File: src/rtl/interrupt_controller_pkg.sv
// Shared microcode package: interrupt count, cpu_status enable bit position
// and the index<->vector helpers used by interrupt_controller.
package pa_microcode;

  localparam int IRQ_COUNT         = 8;
  localparam int IRQ_IDX_W         = 3;
  localparam int CPU_STATUS_IE_BIT = 5;

  typedef struct packed {
    logic                 valid;
    logic [IRQ_IDX_W-1:0] idx;
  } irq_winner_t;

  function automatic logic [7:0] irq_idx_to_vector(input logic [7:0] base,
                                                   input logic [IRQ_IDX_W-1:0] idx);
    return base + {4'b0, idx, 1'b0};
  endfunction

  function automatic logic [IRQ_IDX_W-1:0] irq_vector_to_idx(input logic [7:0] base,
                                                             input logic [7:0] vec);
    logic [7:0] off;
    off = vec - base;
    return off[3:1];
  endfunction

  // Lowest set bit wins; scanning downward lets the lowest index overwrite last.
  function automatic irq_winner_t irq_lowest(input logic [IRQ_COUNT-1:0] act);
    irq_winner_t w;
    w = '0;
    for (int i = IRQ_COUNT - 1; i >= 0; i--) begin
      if (act[i]) begin
        w.valid = 1'b1;
        w.idx   = IRQ_IDX_W'(i);
      end
    end
    return w;
  endfunction

endpackage

File: src/rtl/irq_sync_edge.sv
// One request line: optional two-flop synchronizer (IRQ_SYNC_EN), then a
// previous-level register and a rising-edge pulse.
module irq_sync_edge (
  input  logic clk,
  input  logic arst,
  input  logic irq,
  output logic rise
);

`ifdef IRQ_SYNC_EN
  logic meta;
`endif
  logic s;
  logic prev;

  always_ff @(posedge clk or posedge arst) begin
    if (arst) begin
`ifdef IRQ_SYNC_EN
      meta <= 1'b0;
`endif
      s    <= 1'b0;
      prev <= 1'b0;
    end else begin
`ifdef IRQ_SYNC_EN
      meta <= irq;
      s    <= meta;
`else
      s    <= irq;
`endif
      prev <= s;
    end
  end

  // prev resets low, so a line already high at reset release yields one edge.
  assign rise = s & ~prev;

endmodule

File: src/rtl/interrupt_controller.sv
// Eight-line edge-latched interrupt controller with mask, fixed priority
// (irq 0 highest) and a registered vector. Build option: IRQ_SYNC_EN.
module interrupt_controller
  import pa_microcode::*;
#(
  parameter int         IRQ_COUNT   = 8,
  parameter logic [7:0] VECTOR_BASE = 8'h00
) (
  input  logic                 clk,
  input  logic                 arst,
  input  logic [IRQ_COUNT-1:0] irq_in,
  input  logic [7:0]           z_bus,
  input  logic                 irq_masks_wrt,
  input  logic                 int_vector_wrt,
  input  logic                 int_ack,
  input  logic                 clear_all_ints,
  input  logic                 irq_en,
  output logic                 int_pending,
  output logic [7:0]           int_vector,
  output logic [IRQ_COUNT-1:0] irq_masks,
  output logic [IRQ_COUNT-1:0] irq_status
);

  logic [IRQ_COUNT-1:0] rise;
  logic [IRQ_COUNT-1:0] pend;
  logic [IRQ_COUNT-1:0] act;
  logic [IRQ_COUNT-1:0] clr;
  logic [IRQ_IDX_W-1:0] ack_idx;
  irq_winner_t          win;

  for (genvar g = 0; g < IRQ_COUNT; g++) begin : g_line
    irq_sync_edge u_sync (
      .clk  (clk),
      .arst (arst),
      .irq  (irq_in[g]),
      .rise (rise[g])
    );
  end

  assign act     = pend & irq_masks;
  assign win     = irq_lowest(act);
  assign ack_idx = irq_vector_to_idx(VECTOR_BASE, int_vector);

  // Sequencer protocol: int_pending requests service; the trap routine latches
  // int_vector (int_vector_wrt low), reads it, then returns int_ack for that
  // vector or clear_all_ints. An ack for an already-clear bit is harmless.
  always_comb begin
    clr = '0;
    if (clear_all_ints) clr = '1;
    else if (int_ack)   clr[ack_idx] = 1'b1;
  end

  always_ff @(posedge clk or posedge arst) begin
    if (arst) begin
      pend       <= '0;
      irq_masks  <= '0;
      int_vector <= '0;
    end else begin
      // A fresh edge survives a simultaneous clear.
      pend <= (pend & ~clr) | rise;
      if (!irq_masks_wrt) irq_masks <= z_bus;
      if (!int_vector_wrt && win.valid)
        int_vector <= irq_idx_to_vector(VECTOR_BASE, win.idx);
    end
  end

  assign int_pending = irq_en & (|act);
  assign irq_status  = pend;

endmodule
File: config.mk
export PLATFORM = sky130hd
export DESIGN_NAME = interrupt_controller
export DESIGN_NICKNAME = d
export VERILOG_FILES = /design/src/rtl/interrupt_controller_pkg.sv /design/src/rtl/irq_sync_edge.sv /design/src/rtl/interrupt_controller.sv
export SDC_FILE = /design/constraint.sdc
export NUM_CORES = 1
export LEC_CHECK = 0
export BUFFER_PORTS_ARGS = -buffer_cell sky130_fd_sc_hd__buf_4
export CORE_MARGIN = 1
export CORE_UTILIZATION = 25
export DETAILED_ROUTE_END_ITERATION = 8
export GPL_ROUTABILITY_DRIVEN = 0
export PLACE_DENSITY = 0.45
export SETUP_SLACK_MARGIN = 0.02
export SLEW_MARGIN = 30
export SYNTH_ARGS = -nofsm -noshare
export SYNTH_HDL_FRONTEND = slang
export SYNTH_SLANG_ARGS = --single-unit
File: constraint.sdc
create_clock -name clk -period 2.1 [get_ports clk]
set_clock_uncertainty 0.2 [all_clocks]
set_input_delay 0.21 -clock clk [delete_from_list [all_inputs] [get_ports clk]]
set_output_delay 0.21 -clock clk [all_outputs]
set_load 0.03 [all_outputs]
==> flow_metrics.py, run 1 <==
metrics = {
    "final_layout": {
        "regArea_um2": 876,
        "nNetsFinal": 190,
        "drive_gt1_share_pct": 35.7,
        "multi_input_area_um2": 404,
        "synthToLayoutAreaGrowth_pct": 48.0,
        "fillers": 531,
        "diodes": 0,
    },
    "setup_path": {
        "cp-start-kind": "flip-flop",
        "cp_max_fo": 4,
        "reg2reg_slack_ps": 470,
        "crit_arrival_ps": 1490,
        "cp.required_ps": 1690,
        "cp-end-kind": "primary output",
        "path_class": "flip-flop to primary output",
    },
    "synthesis": {
        "ys.flop_type": "dfrtp_1",
        "synth_seq_area_share_pct": 65.2,
        "synth_edf_count": 0,
        "synth_cell_types": 26,
        "syn_avg_cell_area_um2": 13.3,
        "ys_warn_count": 0,
        "ys_ff_latch": 35,
        "syn-instance-count": 101,
        "syn_area_um2": 1340,
        "ys_async_sr_fraction_pct": 100,
    },
    "power_and_ir_drop": {
        "netSwitchingFraction_pct": 31.4,
        "p_switching_w": 0.000534,
        "peakVddDrop_v": 0.000476,
        "p_leak_nw": 0.930,
        "pwr-share-comb_pct": 24.6,
        "fin_total_pwr_w": 0.00170,
        "p_per_area_nw_per_um2": 855,
        "p_int_w": 0.00117,
        "clkPwrFrac_pct": 27.1,
        "pwr-share-seq_pct": 48.2,
    },
    "timing": {
        "fmax_mhz": 528,
        "rsz0062_at_grt": "false",
        "period_minus_slack_ps": 1900,
        "maxSlewViolCount": 0,
        "setup_viol": 0,
        "hold_viol": 0,
        "period_share_pct": 90.3,
        "final.setup.tns_ps": 0,
    },
    "clock_network": {
        "cts_tree": "built",
        "clock_latency_ps": 280,
        "clk_pin_slew_ps": 70,
        "cts_sinks": 35,
        "cts_setup_buffers": 0,
        "cts_root_buffer": "clkbuf_8",
        "clock_path_buffers": 2,
        "htreeDepth": 2,
        "numCtsBuffers": 5,
    },
    "die": {
        "start_util_pct": 26.1,
        "die_area_um2": 5670,
        "die_x_um": 75.3,
        "io_pins": 48,
        "row_count": 26,
        "core_area_um2": 5140,
        "die_h_um": 75.3,
    },
    "grt": {
        "grt_pass1_wl_mm": 5.04,
        "grt_pass1_vias": 1057,
        "grt_max_degree": 36,
        "antenna_found_initial": 0,
        "grt_usage_pct": 12.5,
        "overflow": 0,
    },
    "route": {
        "drt_wl_total_mm": 3.05,
        "postRouteAntennaNets": 0,
        "vias": 1055,
        "avgViaCountPerCell": 4.43,
        "wire_per_inst_um": 12.8,
        "drt_pre_antenna_iters": 4,
        "post-route-drc-count": 0,
        "drt_iter0_drc": 55,
    },
    "placed_design": {
        "place_hpwl_mm": 2.18,
        "port_buffers": 42,
    },
    "outcome": {
        "status": "completed",
    },
    "worst_hold_path": {
        "hold_path.class": "input port to flip-flop",
    },
    "job": {
        "maxCapViolCount": 0,
    },
}
## per-layer routing
layer / vias to the layer above / track usage [%] / wire length (µm)
met5: - / 0 / 0
met2: 37 / 19.9 / 1460
met3: 6 / 2.91 / 200
met4: 0 / 8.02 / 54
li1: 484 / - / -
met1: 528 / 15.2 / 1340
## cell usage in the layout, fill, tap and decap left out, types with 2 or more instances in the layout
cell / count
mux2_2: 8
conb_1: 5
nand2b_1: 3
buf_4: 43
o211ai_1: 4
o22a_1: 2
a32o_1: 4
dfrtp_1: 35
nand2_1: 5
clkbuf_8: 5
inv_1: 10
dlygate4sd3_1: 18
o311ai_0: 2
o21ai_0: 6
clkbuf_1: 2
a22o_1: 3
## power by group through the flow
stage | registers, W | logic [W] | clock network [W]
after detailed placement | 0.000833 | 0.000396 | 0
after floorplan | 0.000908 | 0.000155 | 0
after global placement | 0.000830 | 0.000392 | 0
final | 0.000820 | 0.000419 | 0.000461
after global routing | 0.000833 | 0.000450 | 0.000517
after CTS | 0.000821 | 0.000423 | 0.000486
## what timing repair did
| item | CTS | global route |
|---|---|---|
| setup endpoints to repair | 0 | 0 |
| hold buffers | 18 | 0 |
| hold endpoints to repair | 52 | 0 |
| gates resized for setup | 0 | 0 |
## state kept, by name, summed over array words and instances (netlist names)
| name | count |
|---|---|
| irq_masks | 8 |
| int_vector | 3 |
| g_line.u_sync.prev | 8 |
| g_line.u_sync.s | 8 |
| irq_status | 8 |
## synthesized netlist by cell type, drive strengths merged (2+ instances only)
cell / n / share of area [%]
o21ai: 6 / 2.2
o22a: 2 / 1.3
dfrtp: 35 / 65
inv: 10 / 2.8
mux2: 9 / 7.8
a21oi: 2 / 1.0
nand2b: 3 / 1.4
o211ai: 4 / 2.2
a32o: 4 / 3.0
a22o: 3 / 2.0
o311ai: 2 / 1.3
buf: 5 / 2.8
nand2: 5 / 1.4
## area by class of cell
type	count	area share (%)
Tap cell	70	4.40
Multi-Input combinational cell	54	20.3
Inverter	10	1.89
Timing Repair Buffer	61	25.3
Sequential cell	35	44.0
Clock inverter	1	0.252
Clock buffer	7	3.84
## critical path, stage by stage, from the launching register on
cell	delay, ps
dfrtp_1	420
a22o_1	270
and2b_1	270
a21boi_1	80
buf_4	170
## metrics by stage
stage               cells  worst slack, ps  instance area [µm²]  hold WS, ps  utilization (%)
floorplan             105              241                 1360         41.4                -
global placement      212              490                 1730          120             33.6
detailed placement    212              470                 1730          120             33.6
CTS                   238              189                 1990         47.7             38.7
global route          238              125                 1990         56.6             38.7
finish                238              205                 1990         53.4             38.7
## final timing paths
kind	from	end	depth (start not counted)
worst max-delay path	irq_masks[1]	int_pending	4
worst min-delay path	irq_masks_wrt	irq_masks[5]	2
worst max register to register	irq_status[5]	int_vector[1]	4
worst min register to register	g_line[3].u_sync.s	g_line[3].u_sync.prev	0
max in group asynchronous	arst	irq_masks[2]	4
min in group asynchronous	arst	g_line[5].u_sync.s	4
## kinds of logic after synthesis
family,Yosys count,share of synthesized area [%]
compound gates,27,15.4
buf+inv,16,5.87
flops,35,65.2
mux,9,7.82
other cells,1,0.279
simple gates,13,5.49
(Power assumes the default switching activity.)
==> run 2: changes to the inputs <==
--- a/config.mk
+++ b/config.mk
@@ -5,14 +5,14 @@
 export SDC_FILE = /design/constraint.sdc
 export NUM_CORES = 1
 export LEC_CHECK = 0
-export BUFFER_PORTS_ARGS = -buffer_cell sky130_fd_sc_hd__buf_4
 export CORE_MARGIN = 1
 export CORE_UTILIZATION = 25
 export DETAILED_ROUTE_END_ITERATION = 8
+export DONT_BUFFER_PORTS = 1
 export GPL_ROUTABILITY_DRIVEN = 0
-export PLACE_DENSITY = 0.45
+export PLACE_DENSITY = 0.37
 export SETUP_SLACK_MARGIN = 0.02
-export SLEW_MARGIN = 30
+export SLEW_MARGIN = 15
 export SYNTH_ARGS = -nofsm -noshare
 export SYNTH_HDL_FRONTEND = slang
 export SYNTH_SLANG_ARGS = --single-unit
==> run 2 against run 1 <==
  * Sequential power increased by 3.0%
  * Cell count shrank 8.4%
  * Wire length grew 4.0%
  * Via count is 7.7% lower
  * Die area is the same
  * Sequential share of layout area rose by 2.7 points
  * Combinational power fell by 14%
  * Global-route usage fell by 0.16 points
  * Fmax shrank 3.7%
  * Cell area down 5.6%
==> flow_metrics.py, run 2 (synthesized netlist as in run 1, its figures left out) <==
metrics = {
    "timing": {
        "period_share_pct": 93.7,
        "fmax_mhz": 508,
        "rsz0062_at_grt": "false",
        "max_slew.worst_pin.slew_ps": 513,
        "final.setup.tns_ps": 0,
        "period_minus_slack_ps": 1970,
        "setup_viol": 0,
        "max_slew_margin_pct": 65.8,
        "hold_viol": 0,
        "whs_ps": 25.7,
        "maxSlewViolCount": 0,
    },
    "die": {
        "row_count": 26,
        "core_area_um2": 5140,
        "start_util_pct": 26.1,
        "die_x_um": 75.3,
        "io_pins": 48,
        "die_h_um": 75.3,
        "die_area_um2": 5670,
    },
    "final_layout": {
        "fin_cells": 218,
        "synthToLayoutAreaGrowth_pct": 39.8,
        "nNetsFinal": 171,
        "final_common_cell": "dfrtp_1",
        "postLayoutCoreUtil_pct": 36.5,
        "drive_gt1_share_pct": 23.6,
        "diodes": 0,
        "final_cell_mix": "dfrtp_1 (33), dlygate4sd3_1 (27), buf_4 (15)",
    },
    "route": {
        "vias": 974,
        "postRouteAntennaNets": 0,
        "wire_per_inst_um": 14.5,
        "avgViaCountPerCell": 4.47,
        "post-route-drc-count": 0,
        "drt_iter0_drc": 40,
        "drt_wl_total_mm": 3.17,
        "drt_pre_antenna_iters": 4,
    },
    "setup_path": {
        "startpoint": "irq_masks[7]",
        "reg2reg_slack_ps": 350,
        "reg2reg_from": "irq_masks[6]",
        "path_class": "flip-flop to primary output",
        "reg2reg_to": "int_vector[1]",
        "cp-start-kind": "flip-flop",
        "cp_max_fo": 4,
        "reg2reg_depth": 4,
        "cp-end-kind": "primary output",
        "crit_arrival_ps": 1560,
        "cp.required_ps": 1690,
    },
    "grt": {
        "grt_pass1_wl_mm": 5.00,
        "grt_max_degree": 36,
        "grt_usage_pct": 12.3,
        "grt_pass1_vias": 1005,
        "overflow": 0,
        "antenna_found_initial": 0,
    },
    "clock_network": {
        "clk_pin_slew_ps": 70,
        "numCtsBuffers": 5,
        "cts_sinks": 35,
        "clock_latency_ps": 280,
        "htreeDepth": 2,
        "cts_root_buffer": "clkbuf_8",
        "clock_path_buffers": 2,
        "cts_tree": "built",
    },
    "worst_hold_path": {
        "whs_endpoint": "irq_status[5]",
        "hold_start": "int_ack",
        "hold_depth": 3,
        "hold_path.class": "input port to flip-flop",
    },
    "placed_design": {
        "port_buffers": 0,
        "place_hpwl_mm": 2.24,
        "dp_cells": 184,
    },
    "power_and_ir_drop": {
        "fin_total_pwr_w": 0.00169,
        "p_per_area_nw_per_um2": 898,
        "p_leak_nw": 0.836,
        "peakVddDrop_v": 0.000399,
    },
    "outcome": {
        "status": "completed",
    },
    "job": {
        "maxCapViolCount": 0,
    },
}
-- run 2: changes by cell type in the layout (fill, tap and decap cells not counted) --
cell,change
buf_4,-28
dlygate4sd3_1,+9
clkbuf_1,-2
dfrtp_1,-2
dfrtp_2,+2
clkbuf_8,+1
-- run 2: worst max path at each step --
stage	end	slack, ps	cells past startpoint
floorplan	int_pending	240	3
global placement	int_vector[1]	320	4
detailed placement	int_vector[1]	300	4
CTS	int_pending	30	4
global route	int_pending	50	4
finish	int_pending	130	4
-- run 2: final cells by class --
type | instances | area [µm²]
clock buffers | 6 | 82.6
flip-flops and latches | 35 | 878
repair buffers | 42 | 383
inverters | 10 | 37.5
fillers | 540 | 3260
clock inverters | 1 | 5.00
multi-input cells | 54 | 404
well taps | 70 | 87.6
-- run 2: what timing repair did --
item	4_1_cts	5_1_grt
hold buffers	27	0
endpoints found under the setup margin	0	1
hold endpoints to repair	56	0
buffers inserted	0	0
resized for setup	0	2
-- run 2: per-stage QoR --
step,setup slack [ps],area [µm²]
after floorplan,241,1360
after global placement,323,1520
after detailed placement,298,1520
after CTS,31.0,1880
after global routing,47.8,1880
final,132,1880
-- run 2: layer usage --
metal / vias up / GRT usage, % / wire [µm]
li1: 448 / - / -
met1: 492 / 14.4 / 1380
met2: 32 / 21.0 / 1560
met3: 2 / 4.76 / 213
met4: 0 / 3.70 / 17
met5: - / 0 / 0
-- run 2: power by group --
part / internal [W] / switching, W / total (W)
Clock: 0.000257 / 0.000223 / 0.000480
Sequential: 0.000739 / 0.000106 / 0.000845
Combinational: 0.000168 / 0.000194 / 0.000362
-- run 2: worst max-delay path, cell delays in order, from the launching register on --
cell and delay, ps:
dfrtp_1 580, nand2_1 120, and3b_2 260, a21boi_1 150, buf_4 180
==> run 3: changes to the inputs <==
--- a/config.mk
+++ b/config.mk
@@ -5,12 +5,14 @@
 export SDC_FILE = /design/constraint.sdc
 export NUM_CORES = 1
 export LEC_CHECK = 0
+export CELL_PAD_IN_SITES_DETAIL_PLACEMENT = 1
+export CELL_PAD_IN_SITES_GLOBAL_PLACEMENT = 2
 export CORE_MARGIN = 1
 export CORE_UTILIZATION = 25
 export DETAILED_ROUTE_END_ITERATION = 8
 export DONT_BUFFER_PORTS = 1
 export GPL_ROUTABILITY_DRIVEN = 0
-export PLACE_DENSITY = 0.37
+export PLACE_DENSITY = 0.52
 export SETUP_SLACK_MARGIN = 0.02
 export SLEW_MARGIN = 15
 export SYNTH_ARGS = -nofsm -noshare
==> run 3 against run 2 <==
  * Sequential power up 2%
  * Cell count fell by 0.92%
  * Utilization rose by 0.34 points
  * Hold slack got worse by 11 ps
  * Fmax is 2.6% lower
  * Via count increased by 0.10%
  * Clock-buffer cell count is 1 lower
  * Global-route usage increased by 1.3 points
  * Critical path type unchanged
  * Largest cell class unchanged
==> flow_metrics.py, run 3 (synthesized netlist as in run 1, its figures left out) <==
metrics = {
    "timing": {
        "max_slew_margin_pct": 64.7,
        "maxSlewViolCount": 0,
        "max_slew.worst_pin.slew_ps": 529,
        "hold_viol": 0,
        "period_share_pct": 96.2,
        "final.setup.tns_ps": 0,
        "rsz0062_at_grt": "false",
        "period_minus_slack_ps": 2020,
        "setup_viol": 0,
        "fmax_mhz": 495,
    },
    "die": {
        "die_x_um": 75.3,
        "die_area_um2": 5670,
        "die_h_um": 75.3,
        "start_util_pct": 26.1,
        "core_area_um2": 5140,
        "io_pins": 48,
        "row_count": 26,
    },
    "setup_path": {
        "reg2reg_from": "irq_masks[1]",
        "path_class": "flip-flop to primary output",
        "cp_max_fo": 4,
        "crit_arrival_ps": 1610,
        "reg2reg_slack_ps": 360,
        "reg2reg_depth": 4,
        "reg2reg_to": "int_vector[1]",
        "cp-end-kind": "primary output",
        "cp.required_ps": 1690,
        "cp-start-kind": "flip-flop",
    },
    "clock_network": {
        "cts_setup_buffers": 0,
        "htreeDepth": 2,
        "clk_pin_slew_ps": 80,
        "cts_sinks": 35,
        "cts_tree": "built",
        "clock_latency_ps": 290,
        "numCtsBuffers": 5,
        "clock_path_buffers": 2,
        "cts_root_buffer": "clkbuf_8",
    },
    "power_and_ir_drop": {
        "peakVddDrop_v": 0.000375,
        "p_leak_nw": 0.828,
        "p_per_area_nw_per_um2": 965,
    },
    "final_layout": {
        "fillers": 569,
        "nNetsFinal": 168,
        "synthToLayoutAreaGrowth_pct": 41.1,
        "final_cell_mix": "dfrtp_1 (28), dlygate4sd3_1 (27), buf_4 (12)",
        "multi_input_area_um2": 409,
        "drive_gt1_share_pct": 26.7,
        "final_area_um2": 1900,
        "regArea_um2": 885,
        "diodes": 0,
        "final_common_cell": "dfrtp_1",
    },
    "route": {
        "drt_pre_antenna_iters": 4,
        "post-route-drc-count": 0,
        "wire_per_inst_um": 15.5,
        "drt_iter0_drc": 42,
        "drt_wl_total_mm": 3.34,
        "avgViaCountPerCell": 4.51,
        "postRouteAntennaNets": 0,
        "vias": 975,
    },
    "worst_hold_path": {
        "hold_depth": 2,
        "whs_endpoint": "irq_status[6]",
        "hold_start": "int_ack",
        "hold_path.class": "input port to flip-flop",
    },
    "placed_design": {
        "port_buffers": 0,
        "postPlaceCellArea_um2": 1500,
        "place_hpwl_mm": 2.40,
    },
    "grt": {
        "antenna_found_initial": 0,
        "overflow": 0,
        "grt_usage_pct": 13.6,
        "grt_max_degree": 36,
        "grt_pass1_vias": 1050,
        "grt_pass1_wl_mm": 5.45,
    },
    "outcome": {
        "status": "completed",
    },
    "job": {
        "maxCapViolCount": 0,
    },
}
-- run 3: changes by cell type in the layout (fill, tap and decap cells not counted), sizes merged --
cell / change
buf: -3
bufinv: +1
clkbuf: -1
inv: +1
-- run 3: timing repair --
action,4_1_cts,5_1_grt
resized for setup,4,4
gates cloned,0,0
hold endpoints to repair,55,0
setup endpoints to repair,1,1
hold buffers,27,0
-- run 3: layer usage --
metal	up-vias	GRT usage (%)	wire length, µm
li1	439	-	-
met1	491	16.3	1420
met2	37	21.4	1570
met3	8	5.29	270
met4	0	6.79	75
met5	-	0	0
-- run 3: area by class of cell --
class / count / share of cell area [%]
clock buffers: 5 / 3.63
clock inverters: 3 / 2.51
inverters: 10 / 1.98
multi-input cells: 54 / 21.6
flip-flops and latches: 35 / 46.7
well taps: 70 / 4.62
repair buffers: 39 / 19.0
-- run 3: stage by stage --
step,setup slack [ps],power (W),cells,util [%],hold slack (ps)
after floorplan,241,0.00106,105,-,41.4
after global placement,342,0.00116,181,29.1,26.1
after detailed placement,276,0.00117,181,29.1,37.2
after CTS,20.9,0.00185,216,36.8,16.0
after global routing,27.5,0.00192,216,36.9,36.4
final,80.1,0.00183,216,36.9,15.1
-- run 3: how the worst max path moves through the flow --
stage                        from            end  cells after the start
CTS                 irq_status[3]    int_pending                      4
global route         irq_masks[1]    int_pending                      4
floorplan           irq_status[5]    int_pending                      3
global placement     irq_masks[5]    int_pending                      4
finish               irq_masks[1]    int_pending                      4
detailed placement   irq_masks[2]  int_vector[1]                      4
-- run 3: where the power goes --
| part | leakage [nW] | switching (W) | internal (W) |
|---|---|---|---|
| logic | 0.363 | 0.000184 | 0.000162 |
| registers | 0.407 | 0.000124 | 0.000741 |
| clock network | 0.0587 | 0.000260 | 0.000359 |
-- run 3: critical path, cell delays in order (launching register included) --
cell and delay (ps):
dfrtp_2 500, a22o_1 280, and2b_1 260, a21boi_1 100, buf_4 170
